--- config.mk ---
export PLATFORM = sky130hd
export DESIGN_NAME = tdm_stream_mux_flat
export DESIGN_NICKNAME = d
export VERILOG_FILES = /design/src/rtl/tdm_stream_mux_pkg.sv /design/src/rtl/tdm_stream_mux_if.sv /design/src/rtl/tdm_slot_map.sv /design/src/rtl/tdm_stream_mux.sv /design/src/flat_wrapper.sv
export SDC_FILE = /design/constraint.sdc
export NUM_CORES = 1
export LEC_CHECK = 0
export BUFFER_PORTS_ARGS = -buffer_cell sky130_fd_sc_hd__buf_2
export CORE_ASPECT_RATIO = 0.9
export CORE_MARGIN = 3
export CORE_UTILIZATION = 51
export CTS_CLUSTER_DIAMETER = 40
export CTS_CLUSTER_SIZE = 25
export DETAILED_ROUTE_END_ITERATION = 6
export PLACE_DENSITY_LB_ADDON = 0.05
export SLEW_MARGIN = 20
export SYNTH_ARGS = -nofsm -noshare
export SYNTH_HDL_FRONTEND = slang
export SYNTH_SLANG_ARGS = --single-unit
export TNS_END_PERCENT = 20
--- constraint.sdc ---
create_clock -name clk -period 3.7 [get_ports clk]
set_input_delay 0.185 -clock clk [delete_from_list [all_inputs] [get_ports clk]]
set_output_delay 0.185 -clock clk [all_outputs]
set_load 0.005 [all_outputs]
--- src/rtl/tdm_stream_mux_pkg.sv ---
// Shared types and width helpers for the TDM stream multiplexer.
package tdm_stream_mux_pkg;

    // Widest channel index a map entry can hold; unused upper bits are constant zero.
    localparam int unsigned MaxChanW = 8;

    typedef enum logic [1:0] {SELECT, FETCH, EMIT} state_e;

    typedef struct packed {
        logic                en;
        logic [MaxChanW-1:0] chan;
    } map_entry_t;

    function automatic int unsigned slot_w(input int unsigned nr_streams);
        return (nr_streams > 1) ? int'($clog2(nr_streams)) : 1;
    endfunction

    function automatic int unsigned chan_w(input int unsigned nr_channels);
        return (nr_channels > 1) ? int'($clog2(nr_channels)) : 1;
    endfunction

endpackage

--- src/rtl/tdm_stream_mux_if.sv ---
// Producer-side and consumer-side req/ack stream signals of the TDM multiplexer.
interface tdm_stream_mux_if #(
    parameter int unsigned DWIDTH      = 16,
    parameter int unsigned NR_CHANNELS = 4
) ();
    logic [NR_CHANNELS-1:0]        req_in;
    logic [NR_CHANNELS-1:0]        ack_in;
    logic [NR_CHANNELS*DWIDTH-1:0] data_in;
    logic                          req_out;
    logic                          ack_out;
    logic [DWIDTH-1:0]             data_out;

    modport master (
        output req_in,
        input  ack_in,
        input  data_in,
        output req_out,
        input  ack_out,
        output data_out
    );

    modport slave (
        input  req_in,
        output ack_in,
        output data_in,
        input  req_out,
        output ack_out,
        input  data_out
    );
endinterface

--- src/rtl/tdm_slot_map.sv ---
// Slot-to-channel map: one write port, one combinational read port, reset-default identity map.
module tdm_slot_map import tdm_stream_mux_pkg::*; #(
    parameter int unsigned NR_STREAMS  = 16,
    parameter int unsigned NR_CHANNELS = 4,
    localparam int unsigned SW = slot_w(NR_STREAMS),
    localparam int unsigned CW = chan_w(NR_CHANNELS)
) (
    input  logic          clk,
    input  logic          rst,
    input  logic          cfg_we_i,
    input  logic [SW-1:0] cfg_slot_i,
    input  logic [CW-1:0] cfg_chan_i,
    input  logic          cfg_en_i,
    input  logic [SW-1:0] rd_slot_i,
    output map_entry_t    rd_entry_o
);
    map_entry_t map_q [NR_STREAMS];
    map_entry_t wr_entry;

    // Channels beyond the populated range are stored as unmapped.
    always_comb begin
        wr_entry      = '0;
        wr_entry.en   = cfg_en_i && (32'(cfg_chan_i) < NR_CHANNELS);
        wr_entry.chan = MaxChanW'(cfg_chan_i);
    end

    always_ff @(posedge clk) begin
        if (!rst) begin
            for (int s = 0; s < int'(NR_STREAMS); s++) begin
                if (s < int'(NR_CHANNELS)) begin
                    map_q[s] <= '{en: 1'b1, chan: MaxChanW'(s)};
                end else begin
                    map_q[s] <= '0;
                end
            end
        end else begin
            for (int s = 0; s < int'(NR_STREAMS); s++) begin
                if (cfg_we_i && (32'(cfg_slot_i) == 32'(s))) begin
                    map_q[s] <= wr_entry;
                end
            end
        end
    end

    assign rd_entry_o = map_q[rd_slot_i];

endmodule

--- src/rtl/tdm_stream_mux.sv ---
// Time-division stream multiplexer: fills NR_STREAMS slots per frame from mapped channels or zero.
// Optional sof output enabled by defining TDM_STREAM_MUX_SOF_EN.
module tdm_stream_mux import tdm_stream_mux_pkg::*; #(
    parameter int unsigned DWIDTH      = 16,
    parameter int unsigned NR_STREAMS  = 16,
    parameter int unsigned NR_CHANNELS = 4,
    localparam int unsigned SW = slot_w(NR_STREAMS),
    localparam int unsigned CW = chan_w(NR_CHANNELS)
) (
    input  logic             clk,
    input  logic             rst,
    tdm_stream_mux_if.master bus,
    input  logic             cfg_we,
    input  logic [SW-1:0]    cfg_slot,
    input  logic [CW-1:0]    cfg_chan,
    input  logic             cfg_en,
    output logic [SW-1:0]    slot_idx
`ifdef TDM_STREAM_MUX_SOF_EN
    ,
    output logic             sof
`endif
);
    state_e                 state_q, state_d;
    logic [CW-1:0]          chan_q, chan_d;
    logic [NR_CHANNELS-1:0] req_in_q, req_in_d;
    logic                   req_out_q, req_out_d;
    logic [DWIDTH-1:0]      data_q, data_d;
    logic [SW-1:0]          slot_q, slot_d;
    map_entry_t             entry;
    logic                   acks_idle;
    logic [DWIDTH-1:0]      fetch_data;
`ifdef TDM_STREAM_MUX_SOF_EN
    logic                   sof_q, sof_d;
`endif

    tdm_slot_map #(
        .NR_STREAMS  (NR_STREAMS),
        .NR_CHANNELS (NR_CHANNELS)
    ) u_slot_map (
        .clk        (clk),
        .rst        (rst),
        .cfg_we_i   (cfg_we),
        .cfg_slot_i (cfg_slot),
        .cfg_chan_i (cfg_chan),
        .cfg_en_i   (cfg_en),
        .rd_slot_i  (slot_q),
        .rd_entry_o (entry)
    );

    // Four-phase handshake: a new slot starts only once every ack has returned to zero.
    assign acks_idle  = !bus.ack_out && (bus.ack_in == '0);
    assign fetch_data = bus.data_in[chan_q*DWIDTH +: DWIDTH];

    always_comb begin
        state_d   = state_q;
        chan_d    = chan_q;
        req_in_d  = req_in_q;
        req_out_d = req_out_q;
        data_d    = data_q;
        slot_d    = slot_q;
`ifdef TDM_STREAM_MUX_SOF_EN
        sof_d     = sof_q;
`endif
        unique case (state_q)
            SELECT: begin
                if (acks_idle) begin
                    if (entry.en) begin
                        chan_d   = entry.chan[CW-1:0];
                        req_in_d = NR_CHANNELS'(1) << entry.chan[CW-1:0];
                        state_d  = FETCH;
                    end else begin
                        data_d    = '0;
                        req_out_d = 1'b1;
`ifdef TDM_STREAM_MUX_SOF_EN
                        sof_d     = (slot_q == '0);
`endif
                        state_d   = EMIT;
                    end
                end
            end
            FETCH: begin
                if (bus.ack_in[chan_q]) begin
                    data_d    = fetch_data;
                    req_in_d  = '0;
                    req_out_d = 1'b1;
`ifdef TDM_STREAM_MUX_SOF_EN
                    sof_d     = (slot_q == '0);
`endif
                    state_d   = EMIT;
                end
            end
            EMIT: begin
                if (bus.ack_out) begin
                    req_out_d = 1'b0;
                    data_d    = '0;
`ifdef TDM_STREAM_MUX_SOF_EN
                    sof_d     = 1'b0;
`endif
                    slot_d    = (slot_q == SW'(NR_STREAMS - 1)) ? '0 : slot_q + SW'(1);
                    state_d   = SELECT;
                end
            end
            default: state_d = SELECT;
        endcase
    end

    always_ff @(posedge clk) begin
        if (!rst) begin
            state_q   <= SELECT;
            chan_q    <= '0;
            req_in_q  <= '0;
            req_out_q <= 1'b0;
            data_q    <= '0;
            slot_q    <= '0;
`ifdef TDM_STREAM_MUX_SOF_EN
            sof_q     <= 1'b0;
`endif
        end else begin
            state_q   <= state_d;
            chan_q    <= chan_d;
            req_in_q  <= req_in_d;
            req_out_q <= req_out_d;
            data_q    <= data_d;
            slot_q    <= slot_d;
`ifdef TDM_STREAM_MUX_SOF_EN
            sof_q     <= sof_d;
`endif
        end
    end

    assign bus.req_in   = req_in_q;
    assign bus.req_out  = req_out_q;
    assign bus.data_out = data_q;
    assign slot_idx     = slot_q;
`ifdef TDM_STREAM_MUX_SOF_EN
    assign sof          = sof_q;
`endif

endmodule

--- src/flat_wrapper.sv ---
// flat-port wrapper written by rule: the top's interface ports become plain ports
module tdm_stream_mux_flat import tdm_stream_mux_pkg::*;
#(
    parameter int unsigned DWIDTH      = 16,
    parameter int unsigned NR_STREAMS  = 16,
    parameter int unsigned NR_CHANNELS = 4,
    localparam int unsigned SW = slot_w(NR_STREAMS),
    localparam int unsigned CW = chan_w(NR_CHANNELS)
)
  (clk, rst, cfg_we, cfg_slot, cfg_chan, cfg_en, slot_idx, bus_req_in, bus_ack_in, bus_data_in, bus_req_out, bus_ack_out, bus_data_out);
  tdm_stream_mux_if #(.DWIDTH(DWIDTH), .NR_CHANNELS(NR_CHANNELS)) bus_i ();
  input  logic clk;
  input  logic rst;
  input  logic cfg_we;
  input  logic [SW-1:0] cfg_slot;
  input  logic [CW-1:0] cfg_chan;
  input  logic cfg_en;
  output logic [SW-1:0] slot_idx;
  output wire logic [$bits(bus_i.req_in)-1:0] bus_req_in;
  input wire logic [$bits(bus_i.ack_in)-1:0] bus_ack_in;
  input wire logic [$bits(bus_i.data_in)-1:0] bus_data_in;
  output wire logic [$bits(bus_i.req_out)-1:0] bus_req_out;
  input wire logic [$bits(bus_i.ack_out)-1:0] bus_ack_out;
  output wire logic [$bits(bus_i.data_out)-1:0] bus_data_out;
  assign bus_req_in = bus_i.req_in;
  assign bus_i.ack_in = bus_ack_in;
  assign bus_i.data_in = bus_data_in;
  assign bus_req_out = bus_i.req_out;
  assign bus_i.ack_out = bus_ack_out;
  assign bus_data_out = bus_i.data_out;
  tdm_stream_mux #(.DWIDTH(DWIDTH), .NR_STREAMS(NR_STREAMS), .NR_CHANNELS(NR_CHANNELS)) u_core (.clk(clk), .rst(rst), .bus(bus_i), .cfg_we(cfg_we), .cfg_slot(cfg_slot), .cfg_chan(cfg_chan), .cfg_en(cfg_en), .slot_idx(slot_idx));
endmodule
Yosys cells after proc, flatten, opt, wreduce, memory -nomap -nowiden --
Memory sizes are Yosys's and may differ from the RTL's. A register that Yosys moved wholly into a read port is not among the register bits. Cells that the tools add are included.
Operators by class: reduce and logical (&&, ||, !) cells 28, eq/ne operators 23, magnitude comparators 1, shifts and indexed selects 2, bitwise logic cells 16, muxes and demuxes 89, add/subtract/negate cells 1
Operators with widths (number):
- $mux W16 | 4
- $shiftx A64 B7 Y16 | 1
- $mux W1 | 54
- $mux W3 | 16
- $pmux W16 S3 | 1
- $eq A4 B4 Y1 const B | 9
- $mux W4 | 6
- $logic_and A1 B1 Y1 | 17
- $eq A4 B3 Y1 const B | 4
- $or A1 B1 Y1 | 16
- $eq A4 B2 Y1 const B | 2
- $logic_not A4 Y1 | 2
- $mux W2 | 4
- $pmux W4 S2 | 1
- $ne A2 B1 Y1 const B | 3
- $pmux W2 S3 | 1
- $reduce_and A3 Y1 | 2
- $reduce_and A5 Y1 | 1
- $add A4 B1 Y4 const B | 1
- $eq A4 B1 Y1 const B | 1
- $ne A2 B2 Y1 const B | 2
- $reduce_and A4 Y1 | 1
- $shl A1 B2 Y4 const A | 1
- $lt A2 B3 Y1 const B | 1
- other kinds (9) | 9
Word-level totals: bits in writable memories 48, register bits 29, output and inout bits 25, bits of input ports 79, memories kept 1, logic and storage cells 167
Memories:
- u_core.u_slot_map.map_q | depth 16, bits a word 3, read ports 1, clocked after memory_dff 1, write ports 16, line tdm_slot_map.sv:17 | map_entry_t map_q [NR_STREAMS];

Depth between registers and ports, before layout --
Gate-level depths: netlist of the first run.
depth after elaboration 6, depth in mapped cells 8, depth with buffers taken out 6

Modules after synthesis --
From an unflattened synthesis of the first run, not the netlist that was laid out.
Unflattened totals: cell total of the unflattened synthesis 333, area total of the unflattened synthesis 3922.5 µm²
Modules (own cells, without submodules):
- tdm_slot_map | cells each 163, times used 1, area each 2249.7 µm², sequential area each 1441.4 µm²
- tdm_stream_mux | cells each 170, times used 1, area each 1672.9 µm², sequential area each 580.6 µm²

Worst setup path after synthesis of the first run --
No wires, ideal clock.
path kind flip-flop to flip-flop, start point register with a tool-made name, end point register u_core.data_q[10] (netlist: u_core.bus.data_out[10]), buffers on the path 3, setup time 0.072 ns, period minus slack after synthesis 2.244 ns, data arrival time 2.173 ns, path slack 1.456 ns, cell stages (with the launch flop) 9, required time 3.628 ns, cells stage by stage dfxtp_1 buf_6 mux4_1 mux2i_1 nor3_1 nor4_1 buf_4 buf_6 mux2i_1
RTL lines:
- to (signal assigned) | line tdm_stream_mux.sv:123 | data_q <= data_d;
- to (decl) | line tdm_stream_mux.sv:27 | logic [DWIDTH-1:0] data_q, data_d;

==> flow_metrics.py, run 1 <==
metrics = {
    "setup_path": {
        "r2r_setup_slack_ns": 1.06,
        "criticalPathCategory": "reg2reg",
        "reg2regPathDepth": 6,
        "slowest_stage": "dfxtp_1",
        "crit_chain": "mux4_1 -> mux2i_1 -> nor3_1 -> nor4_2 -> buf_4 -> mux2i_1",
        "cp_slowest_stage_delay_ns": 0.76,
        "worstPathRequired_ns": 3.98,
        "r2r-end": "u_core.bus.data_out[13]$_SDFFE_PN0P_",
        "cp_max_fo": 17,
        "worst_ep_arrival_time_ns": 2.92,
        "crit_top_cell": "mux2i_1",
        "cp-start-kind": "register",
        "worstSetupEndpointType": "register",
    },
    "timing": {
        "skew_ns": 0.0137,
        "finalCritPeriodShare_pct": 71.4,
        "worst_pin_slew_ns": 0.676,
        "period_minus_slack_ns": 2.64,
        "hold_viol": 0,
        "grt_setup_unrepaired": "false",
        "setup_tns_ns": 0,
        "max-slew-margin-rel_pct": 54.9,
        "fmax_mhz": 378,
        "final.setup.worst_slack_ns": 1.06,
        "setup_violations": 0,
        "drv_slew": 0,
    },
    "route": {
        "drc": 0,
        "viasPerCell": 5.49,
        "via_count": 2908,
        "drt_iter0_drc": 124,
        "wl_per_cell_um": 16.5,
        "ant_nets": 0,
        "drt_pass1_iterations": 4,
        "routed_wl_um": 8750,
    },
    "pwr": {
        "clockPowerShare_pct": 28.5,
        "totalPowerFinal_uw": 2130,
        "power_density_nw_per_um2": 449,
        "p_leak_uw": 0.00180,
        "switching_share_pct": 27.2,
        "power_frac_seq_pct": 49.9,
        "switching_power_uw": 577,
        "p_comb_share_pct": 21.6,
        "intPower_uw": 1550,
        "peakVddDrop_mv": 0.253,
    },
    "clock_tree": {
        "clock_latency_ns": 0.35,
        "cts_hold_buf": 0,
        "cts_tree": "done",
        "post_cts_resized": 0,
        "clk_pin_slew_ns": 0.08,
        "cts_buffer_depth": 2,
        "clkSinkCount": 81,
        "clockRootBuffer": "clkbuf_8",
        "htreeDepth": 3,
        "cts_inserted_buffers": 9,
        "post-cts-setup-buffers": 0,
    },
    "yosys": {
        "yosys_register_bits": 81,
        "syn-num-nets": 413,
        "synth_ff_type": "edfxtp_1",
        "ys_async_sr_fraction_pct": 0,
        "syn_inst": 330,
        "yosys_warnings": 0,
        "synth_edf_count": 48,
        "syn-mean-instance-area_um2": 12.1,
        "synth.distinct_cells": 42,
        "yosysSeqAreaShare_pct": 52.7,
        "synth_area_um2": 3990,
    },
    "cells_and_area": {
        "diodes": 0,
        "layout.cells.non_filler": 530,
        "nNetsFinal": 515,
        "nFillCells": 626,
        "fin_area_um2": 4740,
        "layout-drive-gt1-share_pct": 34.6,
        "area_growth_pct": 18.8,
    },
    "die": {
        "start_util_pct": 54.4,
        "die-area_um2": 8920,
        "row_count": 29,
        "die_x_um": 99.2,
        "die_h_um": 89.9,
        "core_area_um2": 7330,
        "io_pins": 104,
    },
    "min_path": {
        "whs_path_depth": 3,
        "hold_class": "in2reg",
        "holdPathEnd": "u_core.u_slot_map.map_q[3][1]$_SDFFCE_PN1P_",
        "min_from": "cfg_chan[1]",
    },
    "grt": {
        "grtUsageMet3_pct": 6.19,
        "grt_use_met2_pct": 32.6,
        "antenna_found_initial": 0,
        "grt.busiest_layer": "met2",
        "grt_pass1_wl_um": 14400,
        "grt_overflow": 0,
        "grt_max_degree": 28,
        "met1_usage_pct": 29.0,
        "track_usage_pct": 20.6,
        "grt_pass1_vias": 2850,
    },
    "placement": {
        "dp.cells": 514,
        "dp_hpwl_um": 6810,
        "gp_congestion": 0.837,
        "port_buffers": 103,
        "place_ws_ns": 1.02,
        "placed_cell_area_um2": 4560,
    },
    "status": {
        "status": "finished, final reports clean",
    },
    "run": {
        "max-cap-violations": 0,
    },
}
-- final cells by class --
type	instances	area, um2	share of cell area, %
Sequential cell	81	2100	44.4
Multi-Input combinational cell	224	1760	37.1
Timing Repair Buffer	107	546	11.5
Clock buffer	13	139	2.93
Tap cell	93	116	2.46
Clock inverter	3	43.8	0.924
Inverter	9	33.8	0.713
-- flip-flops by register name, summed over array words and instances, names as in the netlist, named ones only --
register and flops:
u_core.chan_q 2, u_core.bus.req_out 1, u_core.slot_idx 4, u_core.u_slot_map.map_q 48
u_core.bus.data_out 16, u_core.state_q 2, u_core.bus.req_in 4
-- per-layer routing --
metal	wire length, um	vias up
met2	4220	96
li1	-	1419
met4	48	0
met1	3880	1386
met3	603	7
met5	0	-
-- stage by stage --
stage,util [%],hold WS [ns]
finish,64.6,0.138
global route,64.6,0.150
CTS,64.6,0.129
detailed placement,62.2,0.447
global placement,62.2,0.440
floorplan,-,0.359
-- Yosys cell counts, types with 2 or more instances --
library cell | count | area [um2]
mux4_1 | 5 | 131
clkbuf_1 | 7 | 26.3
or3_1 | 2 | 12.5
mux2_2 | 2 | 22.5
a21oi_1 | 7 | 35.0
nand4_1 | 2 | 12.5
a211oi_1 | 2 | 15.0
buf_2 | 2 | 10.0
o21ai_0 | 10 | 50.1
nand2b_1 | 5 | 31.3
edfxtp_1 | 48 | 1440
o22ai_1 | 2 | 12.5
nor2b_1 | 2 | 12.5
mux2i_1 | 22 | 220
nor3_1 | 3 | 15.0
mux4_2 | 25 | 563
buf_6 | 3 | 33.8
ha_1 | 4 | 50.1
dfxtp_1 | 33 | 661
nand3_1 | 8 | 40.0
nand2_1 | 74 | 278
nor2_1 | 34 | 128
inv_1 | 9 | 33.8
-- critical path, delay by kind of cell (launching register included) --
family                 cells  cell delay (ns)
DFF                        1             0.76
buffers and inverters      1             0.34
and+or+nand+nor            2             0.35
muxes                      3             1.11
-- worst max path at each step --
stage,endpoint,slack (ns)
after CTS,u_core.bus.data_out[11]$_SDFFE_PN0P_,0.99
final,u_core.bus.data_out[13]$_SDFFE_PN0P_,1.06
after detailed placement,u_core.bus.data_out[11]$_SDFFE_PN0P_,1.02
after global routing,u_core.bus.data_out[11]$_SDFFE_PN0P_,0.77
after floorplan,u_core.bus.data_out[10]$_SDFFE_PN0P_,1.46
after global placement,u_core.bus.data_out[0]$_SDFFE_PN0P_,1.14
-- logic make-up after synthesis --
family / count (synthesis) / synth area share [%]
xor gates and xnor gates: 1 / 0.220
adders and majority gates: 4 / 1.25
and+or+nand+nor: 139 / 15.0
muxes: 54 / 23.5
buffers and inverters: 25 / 3.42
AOI/OAI and AO/OA: 26 / 3.92
DFF: 81 / 52.7
-- cell usage in the layout (no fill, tap or decap), types with 3 or more instances in the layout --
cell type,n
buf_2,103
nand2_1,74
edfxtp_1,48
nor2_1,34
dfxtp_1,33
mux4_2,25
mux2i_1,22
o21ai_0,10
inv_1,9
clkbuf_8,9
nand3_1,8
a21oi_1,7
nand2b_1,5
mux4_1,5
ha_1,4
clkbuf_1,4
buf_4,4
nor3_1,3
-- power by group through the flow --
stage | clock [uW] | sequential, uW | combinational, uW
final | 606 | 1060 | 459
after global placement | 0 | 1080 | 453
after detailed placement | 0 | 1080 | 458
after global routing | 659 | 1070 | 508
after floorplan | 0 | 1060 | 356
after CTS | 616 | 1060 | 459
(Power assumes the default switching activity.)
==> inputs of run 2 (changes only) <==
--- a/config.mk
+++ b/config.mk
@@ -5,6 +5,7 @@
 export SDC_FILE = /design/constraint.sdc
 export NUM_CORES = 1
 export LEC_CHECK = 0
+export ABC_AREA = 1
 export BUFFER_PORTS_ARGS = -buffer_cell sky130_fd_sc_hd__buf_2
 export CORE_ASPECT_RATIO = 0.9
 export CORE_MARGIN = 3
==> constraint.sdc (replaced) <==
create_clock -name clk -period 2.8 [get_ports clk]
set_input_delay 0.14 -clock clk [delete_from_list [all_inputs] [get_ports clk]]
set_output_delay 0.14 -clock clk [all_outputs]
set_load 0.005 [all_outputs]
==> run 2 against run 1 <==
Area after synthesis is 12% higher. Cell count up 54%. Setup slack worse by 0.33 ns. Routed wire length up 21%. Sequential share of layout area down 4.1 points. Global-route usage increased by 1.2 points. Critical path type unchanged. Non-clock buffer count increased by 3. Critical path depth is 5 higher. Largest power group is now combinational cells.
==> flow_metrics.py, run 2 <==
metrics = {
    "status": {
        "status": "finished, final reports clean",
    },
    "placement": {
        "gp_congestion": 0.862,
        "port_buffers": 103,
        "place_ws_ns": 0.763,
        "dp_hpwl_um": 8090,
        "dp.cells": 801,
    },
    "timing": {
        "final.setup.worst_slack_ns": 0.729,
        "setup_violations": 0,
        "period_minus_slack_ns": 2.07,
        "setup_tns_ns": 0,
        "grt_setup_unrepaired": "false",
        "hold_viol": 0,
        "drv_slew": 0,
        "worst_pin_slew_ns": 0.634,
        "skew_ns": 0.00442,
        "finalCritPeriodShare_pct": 74.0,
        "max-slew-margin-rel_pct": 57.3,
        "fmax_mhz": 483,
    },
    "yosys": {
        "yosys.area.top_type": "edfxtp_1",
        "netlist.area_leader.share_pct": 32.1,
        "syn_inst": 604,
        "yosysSeqAreaShare_pct": 46.8,
        "synth_edf_count": 48,
        "synth.most_common_cell": "nand2_1",
        "yosys_register_bits": 81,
        "syn-mean-instance-area_um2": 7.43,
        "synth_area_um2": 4490,
        "syn-num-nets": 687,
        "synthTopCellsByCount": "nand2_1 (163), nand3_1 (91), inv_1 (82)",
        "ys_async_sr_fraction_pct": 0,
        "synth.distinct_cells": 31,
        "yosys-top-cells-area": "edfxtp_1 (32%), dfxtp_1 (15%), nand2_1 (14%)",
        "yosys_warnings": 0,
        "synth_ff_type": "edfxtp_1",
    },
    "cells_and_area": {
        "largest_reg_flops": 48,
        "nNetsFinal": 780,
        "largest-register": "u_core.u_slot_map.map_q",
        "diodes": 0,
        "area_growth_pct": 16.4,
        "mostFrequentLayoutCells": "nand2_1 (163), buf_2 (103), nand3_1 (91)",
        "layout-drive-gt1-share_pct": 22.2,
        "final_common_cell": "nand2_1",
        "fin_util_pct": 62.9,
        "layout.cells.non_filler": 817,
    },
    "route": {
        "viasPerCell": 5.01,
        "routed_wl_um": 10600,
        "ant_nets": 0,
        "drt_iter0_drc": 180,
        "via_count": 4090,
        "drt_pass1_iterations": 4,
        "wl_per_cell_um": 13.0,
        "drc": 0,
    },
    "grt": {
        "grt_pass1_vias": 3854,
        "grt_pass1_wl_um": 17500,
        "antenna_found_initial": 0,
        "grt_max_degree": 49,
        "track_usage_pct": 21.8,
        "grt_overflow": 0,
    },
    "setup_path": {
        "cp_top_family": "simple AND/OR/NAND/NOR gates",
        "slowest_stage": "dfxtp_1",
        "worstPathRequired_ns": 3.09,
        "reg2regPathDepth": 11,
        "worst_ep_arrival_time_ns": 2.36,
        "r2r_setup_slack_ns": 0.73,
        "crit_chain": "buf_4 -> nand2_1 -> nand3_1 -> nand3_1 -> nand3_2 -> nand2_2 -> nand2_4 -> nand2_4 -> inv_4 -> nor2_1 -> nor2_1",
        "cp_slowest_stage_delay_ns": 0.67,
        "cp-start-kind": "register",
        "criticalPathCategory": "reg2reg",
        "cp_max_fo": 18,
        "cp.buffers_inverters": 2,
        "worstSetupEndpointType": "register",
        "r2r-end": "u_core.bus.req_out$_SDFFE_PN0P_",
    },
    "die": {
        "die_h_um": 95.0,
        "die-area_um2": 9960,
        "row_count": 31,
        "start_util_pct": 54.1,
        "core_area_um2": 8300,
        "die_x_um": 105,
        "io_pins": 104,
    },
    "pwr": {
        "p_leak_uw": 0.00259,
        "totalPowerFinal_uw": 4230,
        "power_density_nw_per_um2": 810,
        "peakVddDrop_mv": 0.459,
    },
    "clock_tree": {
        "cts_tree": "done",
        "htreeDepth": 3,
        "clk_pin_slew_ns": 0.08,
        "cts_inserted_buffers": 9,
        "clockRootBuffer": "clkbuf_8",
        "post_cts_resized": 0,
        "cts_buffer_depth": 2,
        "clock_latency_ns": 0.35,
        "cts_hold_buf": 0,
        "clkSinkCount": 81,
        "post-cts-setup-buffers": 0,
    },
    "min_path": {
        "whs_path_depth": 3,
        "holdPathEnd": "u_core.u_slot_map.map_q[3][0]$_SDFFCE_PN1P_",
        "min_from": "cfg_chan[0]",
        "hold_class": "in2reg",
    },
    "run": {
        "max-cap-violations": 0,
    },
}
[run 2: cell count changes in the layout (fill, tap and decap cells not counted), moves of 17 or more]
cell,change
nand2_1,+89
o21ai_0,+17
mux4_2,-25
inv_1,+73
nor2_2,+20
nor2_1,+32
mux2i_1,-21
nand3_1,+83
[run 2: power by group]
group | switching [uW] | internal (uW)
logic | 1100 | 632
registers | 144 | 1490
clock network | 434 | 437
[run 2: tightest hold or removal path: stages]
cell     delay, ns
buf_2         0.08
inv_1         0.04
nand2_1       0.05
[run 2: stage by stage]
stage          hold slack (ns)  cell area [um2]
2_1_floorplan            0.319             4490
3_3_place_gp             0.429             5020
3_5_place_dp             0.429             5020
4_1_cts                 0.0557             5220
5_1_grt                 0.0746             5220
6_report                0.0660             5220
[run 2: how the worst max path moves through the flow]
stage               cells after the start                             endpoint  slack [ns]                      startpoint
finish                                 11      u_core.bus.req_out$_SDFFE_PN0P_        0.73                        register
floorplan                               9  u_core.bus.data_out[3]$_SDFFE_PN0P_        1.22  u_core.state_q[0]$_SDFFE_PN0P_
global route                           11      u_core.bus.req_out$_SDFFE_PN0P_        0.50                        register
CTS                                    11  u_core.bus.data_out[1]$_SDFFE_PN0P_        0.73                        register
global placement                       11      u_core.bus.req_out$_SDFFE_PN0P_        0.84                        register
detailed placement                     11  u_core.bus.data_out[1]$_SDFFE_PN0P_        0.76                        register
[run 2: kinds of logic after synthesis]
logic type,count (synthesis),share of synthesized area [%]
adder cells (fa/ha/maj),4,1.12
AO/OA/AOI/OAI,51,5.77
XOR/XNOR,1,0.195
flip-flops,81,46.8
multiplexers,1,0.223
buffers and inverters,114,11.5
AND/OR/NAND/NOR,352,34.4
[run 2: layout make-up]
cell class                      count  area (um2)
Clock buffer                       10         138
Clock inverter                      6        67.6
Fill cell                         810        3080
Inverter                           86         333
Multi-Input combinational cell    409        1870
Sequential cell                    81        2100
Tap cell                          115         144
Timing Repair Buffer              110         568
[run 2: layer usage]
layer	global-route usage [%]	vias up	routed length (um)
met1	30.0	1871	5050
met5	0	-	0
li1	-	2113	-
met4	6.34	0	106
met2	35.3	97	4950
met3	4.51	9	518
